==> src/rtl/count_arb_if.sv <==
// Bundle of request, duration, grant and counter signals shared by count_arb and its requester side.
interface count_arb_if;
  logic [1:0] req;
  logic [3:0] dur0;
  logic [3:0] dur1;
  logic [1:0] gnt;
  logic       count_en;
  logic [3:0] q;
  logic [1:0] done;
  logic       busy;

  modport master (output req, dur0, dur1, input gnt, count_en, q, done, busy);
  modport slave  (input req, dur0, dur1, output gnt, count_en, q, done, busy);
endinterface

==> src/rtl/count_arb.sv <==
// Two-requester arbiter that lends one 4-bit counter for a requested number of cycles.
// Define COUNT_ARB_RR_EN for round-robin on simultaneous requests; otherwise requester 0 wins.
module count_arb (
  input  logic        clk,
  input  logic        clr,
  count_arb_if.slave  bus
);
  typedef enum logic [1:0] {IDLE, GRANT, RUN, DONE} state_e;

  state_e     state_q, state_d;
  logic [1:0] gnt_q, gnt_d;
  logic [3:0] cnt_q, cnt_d;
  logic [3:0] dur_l_q, dur_l_d;
  logic [1:0] win;
  logic       own_req;
  logic [3:0] own_dur;
  logic [3:0] cnt_inc;
  logic       count_en_w;

  assign own_req = |(bus.req & gnt_q);
  assign own_dur = gnt_q[1] ? bus.dur1 : bus.dur0;
  assign cnt_inc = cnt_q + 4'd1;

`ifdef COUNT_ARB_RR_EN
  // ptr_q names the requester preferred on a tie; it moves away from whoever was just served.
  logic ptr_q, ptr_d;
  logic abort;

  assign abort = ((state_q == GRANT) || (state_q == RUN)) && !own_req;
  assign ptr_d = ((state_q == DONE) || abort) ? gnt_q[0] : ptr_q;
  assign win   = (bus.req == 2'b11) ? (ptr_q ? 2'b10 : 2'b01) : bus.req;

  always_ff @(posedge clk or posedge clr) begin
    if (clr) ptr_q <= 1'b0;
    else     ptr_q <= ptr_d;
  end
`else
  assign win = bus.req[0] ? 2'b01 : (bus.req[1] ? 2'b10 : 2'b00);
`endif

  always_comb begin
    state_d    = state_q;
    gnt_d      = gnt_q;
    cnt_d      = cnt_q;
    dur_l_d    = dur_l_q;
    count_en_w = 1'b0;
    case (state_q)
      IDLE: begin
        if (|bus.req) begin
          gnt_d   = win;
          state_d = GRANT;
        end
      end
      GRANT: begin
        if (!own_req) begin
          gnt_d   = 2'b00;
          state_d = IDLE;
        end else begin
          cnt_d   = 4'd0;
          dur_l_d = own_dur;
          state_d = (own_dur == 4'd0) ? DONE : RUN;
        end
      end
      RUN: begin
        // Losing the owner's request aborts before this edge's increment, so q holds.
        if (!own_req) begin
          gnt_d   = 2'b00;
          state_d = IDLE;
        end else begin
          count_en_w = 1'b1;
          cnt_d      = cnt_inc;
          if (cnt_inc == dur_l_q) state_d = DONE;
        end
      end
      DONE: begin
        gnt_d   = 2'b00;
        state_d = IDLE;
      end
      default: begin
        gnt_d   = 2'b00;
        state_d = IDLE;
      end
    endcase
  end

  always_ff @(posedge clk or posedge clr) begin
    if (clr) begin
      state_q <= IDLE;
      gnt_q   <= 2'b00;
      cnt_q   <= 4'd0;
      dur_l_q <= 4'd0;
    end else begin
      state_q <= state_d;
      gnt_q   <= gnt_d;
      cnt_q   <= cnt_d;
      dur_l_q <= dur_l_d;
    end
  end

  assign bus.gnt      = gnt_q;
  assign bus.count_en = count_en_w;
  assign bus.q        = cnt_q;
  assign bus.done     = (state_q == DONE) ? gnt_q : 2'b00;
  assign bus.busy     = (state_q != IDLE);
endmodule

==> src/flat_wrapper.sv <==
// flat-port wrapper written by rule: the top's interface ports become plain ports
module count_arb_flat 
  (clk, clr, bus_req, bus_dur0, bus_dur1, bus_gnt, bus_count_en, bus_q, bus_done, bus_busy);
  count_arb_if bus_i ();
  input  logic clk;
  input  logic clr;
  input wire logic [$bits(bus_i.req)-1:0] bus_req;
  input wire logic [$bits(bus_i.dur0)-1:0] bus_dur0;
  input wire logic [$bits(bus_i.dur1)-1:0] bus_dur1;
  output wire logic [$bits(bus_i.gnt)-1:0] bus_gnt;
  output wire logic [$bits(bus_i.count_en)-1:0] bus_count_en;
  output wire logic [$bits(bus_i.q)-1:0] bus_q;
  output wire logic [$bits(bus_i.done)-1:0] bus_done;
  output wire logic [$bits(bus_i.busy)-1:0] bus_busy;
  assign bus_i.req = bus_req;
  assign bus_i.dur0 = bus_dur0;
  assign bus_i.dur1 = bus_dur1;
  assign bus_gnt = bus_i.gnt;
  assign bus_count_en = bus_i.count_en;
  assign bus_q = bus_i.q;
  assign bus_done = bus_i.done;
  assign bus_busy = bus_i.busy;
  count_arb u_core (.clk(clk), .clr(clr), .bus(bus_i));
endmodule
==> config.mk <==
export PLATFORM = sky130hd
export DESIGN_NAME = count_arb_flat
export DESIGN_NICKNAME = d
export VERILOG_FILES = /design/src/rtl/count_arb_if.sv /design/src/rtl/count_arb.sv /design/src/flat_wrapper.sv
export SDC_FILE = /design/constraint.sdc
export NUM_CORES = 1
export LEC_CHECK = 0
export BUFFER_PORTS_ARGS = -buffer_cell sky130_fd_sc_hd__buf_2
export CORE_MARGIN = 8
export CORE_UTILIZATION = 46
export CTS_CLUSTER_SIZE = 12
export DETAILED_ROUTE_END_ITERATION = 8
export PLACE_DENSITY = 0.74
export SKIP_LAST_GASP = 1
export SLEW_MARGIN = 20
export SYNTH_ARGS = -nofsm -noshare
export SYNTH_HDL_FRONTEND = slang
export SYNTH_SLANG_ARGS = --single-unit
==> constraint.sdc <==
create_clock -name clk -period 1.53 [get_ports clk]
set_clock_uncertainty 0.05 [all_clocks]
set_input_delay 0 -clock clk [delete_from_list [all_inputs] [get_ports clk]]
set_output_delay 0 -clock clk [all_outputs]
set_load 0.005 [all_outputs]
==> results.tsv <==
stage	metric	value	unit
outcome	outcome	finished, violations left	
outcome	failing checks	negative hold slack, negative setup slack	
sta	max-slew violations	0	
sta	worst-case hold slack	-10.9	ps
grt	GR peak layer	met2	
critical_path	Worst Setup Path Type	register to register	
die	num rows	15	
logic_synthesis	cells after synthesis	90	
detailed_routing	DR pass1 iterations	4	
power_and_ir_drop	Power Dens Cells	1480	nW/µm²
detailed_routing	wire per inst	14.4	µm
hold_path	worst hold path class	input pin to register	
grt	met3 usage	6.29	%
critical_path	crit end category	register	
finish	layout net count	161	
detailed_routing	Antenna Nets Post-Route	0	
detailed_routing	Vias	884	
power_and_ir_drop	Pwr Total	1.92	mW
logic_synthesis	Avg Synthesized Cell Area	9.52	µm²
grt	met1 usage	15.1	%
finish	post-route cell area	1290	µm²
run	maxcap violations	0	
sta	Tcrit/Tclk final	110	%
logic_synthesis	Net Count, Synth	108	
detailed_routing	vias per inst	5.29	
grt	Overflow after GRT	0	
cts	Num CTS Buffers	3	
sta	final setup margin	-155	ps
die	Core ar.	1750	µm²
detailed_routing	DR iter-0 viols	27	
logic_synthesis	cell area after synthesis	857	µm²
critical_path	WP data arrival	1800	ps
power_and_ir_drop	leakage power	0.635	nW
die	Die Ht	59.2	µm
sta	final setup fails	2	
die	Ports	22	
finish	Final Util	74.1	%
critical_path	Setup crit start kind	register	
sta	Worst Tran Pin Value	490	ps
logic_synthesis	Yosys cell types	34	
finish	Area Overhead vs Synth	50.9	%
logic_synthesis	Yosys reg bits	12	
finish	n_diodes	0	
place	placed instance area	1170	µm²
place	worst slack at placement	-103	ps
logic_synthesis	post-synthesis sequential area ratio	35.0	%
grt	GR Layer Usage met2	24.3	%
cts	clk buf depth	2	
sta	Slew headroom	67.3	%
place	PortBufs	21	
critical_path	Crit Path Max Fanout	4	
logic_synthesis	dominant synthesized flop cell	dfrtp_1	
detailed_routing	drt total wl	2400	µm
place	Detail Placement HPWL	1810	µm
finish	Filler Cell Count	135	
logic_synthesis	Ys Warns	0	
cts	CTS clk-pin slew, worst paths	90	ps
place	placer's final routability congestion estimate	0.861	
sta	Peak Freq	593	MHz
cts	CTS Sinks	12	
sta	RSZ-0062 raised after global routing	yes	
die	starting density of the core	49.1	%
sta	crit path time final	1690	ps
cts	TritonCTS clock tree	built	
finish	share of cells above drive strength 1	42.3	%
grt	largest net degree at the start of global routing	13	
power_and_ir_drop	peak supply drop	0.000978	V
cts	H-tree levels	1	
logic_synthesis	async set-or-reset flop fraction in the synthesized netlist	100	%
cts	CTS root buf	clkbuf_4	
cts	later-pin clock latency in the skew report	280	ps
logic_synthesis	EDFF count, synth	0	
grt	first-pass GRT wire length	3860	µm
die	Die Area	3500	µm²
grt	GRT Util Overall	14.3	%
grt	vias in the first global route	903	
grt	initial antenna violation count	0	
die	die width	59.2	µm
sta	Fin. Hold Viols	1	
critical_path	required time of the critical path	1650	ps
detailed_routing	DRC	0	
## routing by layer
layer  wire, µm  up-vias
met5          0        -
met4         31        0
met3        198        6
met2       1160       29
met1       1020      414
li1           -      435
## final timing paths
path | startpoint | to | slack (ps) | depth (start not counted)
worst max-delay path | u_core.state_q[1] | u_core.state_q[0] | -160 | 6
worst min-delay path | bus_dur1[0] | u_core.dur_l_q[0] | -10 | 3
worst max register to register | u_core.state_q[1] | u_core.state_q[0] | -160 | 6
worst min register to register | u_core.bus.q[3] | u_core.bus.q[3] | 480 | 1
max in group asynchronous | clr | u_core.bus.q[0] | 840 | 3
min in group asynchronous | clr | u_core.bus.gnt[1] | 230 | 3
## state kept, by name, indices dropped and copies added, names as in the netlist
| name | flops |
|---|---|
| u_core.dur_l_q | 4 |
| u_core.bus.gnt | 2 |
| u_core.state_q | 2 |
| u_core.bus.q | 4 |
## cell families after synthesis
group / after synthesis / share of synthesized area (%)
simple gates: 28 / 17.4
compound gates: 27 / 23.7
flops: 12 / 35.0
buf+inv: 8 / 3.65
fa+ha+maj: 6 / 8.76
xor+xnor: 5 / 6.86
mux: 4 / 4.67
## final cells by class
class | count | area (µm²) | area share, %
multi-input cells | 70 | 561 | 43.3
repair buffers | 50 | 342 | 26.4
flip-flops and latches | 12 | 302 | 23.3
clock buffers | 4 | 36.3 | 2.80
well taps | 25 | 31.3 | 2.42
inverters | 6 | 22.5 | 1.74
## metrics by stage
step / cells / TNS, ps / hold slack [ps]
finish: 167 / -295 / -10.9
global route: 167 / -506 / 18.3
CTS: 165 / -187 / 1.52
detailed placement: 155 / -176 / 4.12
global placement: 155 / -66.9 / -16.4
floorplan: 90 / -52.9 / -185
## synthesized netlist by cell type (all sizes together) (2+ instances only)
| cell | count | area share, % |
|---|---|---|
| inv | 6 | 2.6 |
| mux2i | 4 | 4.7 |
| nor3 | 2 | 1.2 |
| xnor2 | 3 | 3.1 |
| nor2 | 8 | 3.8 |
| a22o | 5 | 6.1 |
| and2 | 4 | 2.9 |
| dfrtp | 12 | 35 |
| nor4 | 3 | 2.2 |
| nand2 | 5 | 2.2 |
| nand3 | 2 | 1.2 |
| o21ai | 5 | 2.9 |
| a21boi | 2 | 1.8 |
| and3 | 2 | 2.0 |
| a21oi | 6 | 3.5 |
| ha | 6 | 8.8 |
## critical path: stages (launching register included)
cell and delay (ps):
dfrtp_1 420, inv_2 110, ha_4 140, or3b_4 390, a21boi_1 150, a311oi_1 240
a21oi_1 60
## where the power goes
group / total (mW) / internal [mW] / switching (mW) / leakage, nW
logic: 1.17 / 0.602 / 0.563 / 0.464
clock network: 0.264 / 0.145 / 0.119 / 0.0210
registers: 0.489 / 0.416 / 0.0729 / 0.150
## cells in the final DEF (no fill, tap or decap), types with 2 or more instances in the layout
cell type / instances
a21oi_1: 6
a22o_1: 4
and2_1: 4
buf_2: 21
buf_4: 22
clkbuf_4: 3
dfrtp_1: 11
dlygate4sd3_1: 6
ha_1: 3
ha_4: 2
inv_1: 3
inv_2: 3
mux2i_1: 4
nand2_1: 5
nand3_1: 2
nor2_1: 7
nor3_1: 2
nor4_1: 3
o21ai_0: 2
o21ai_1: 3
xnor2_1: 3
## what timing repair did
| item | CTS | global route |
|---|---|---|
| hold buffers | 5 | 1 |
| hold endpoints to repair | 15 | 1 |
| buffers inserted | 1 | 1 |
| endpoints found under the setup margin | 4 | 11 |
| gates resized for setup | 1 | 6 |
| pin swaps | 0 | 1 |
(Power assumes the default switching activity.)
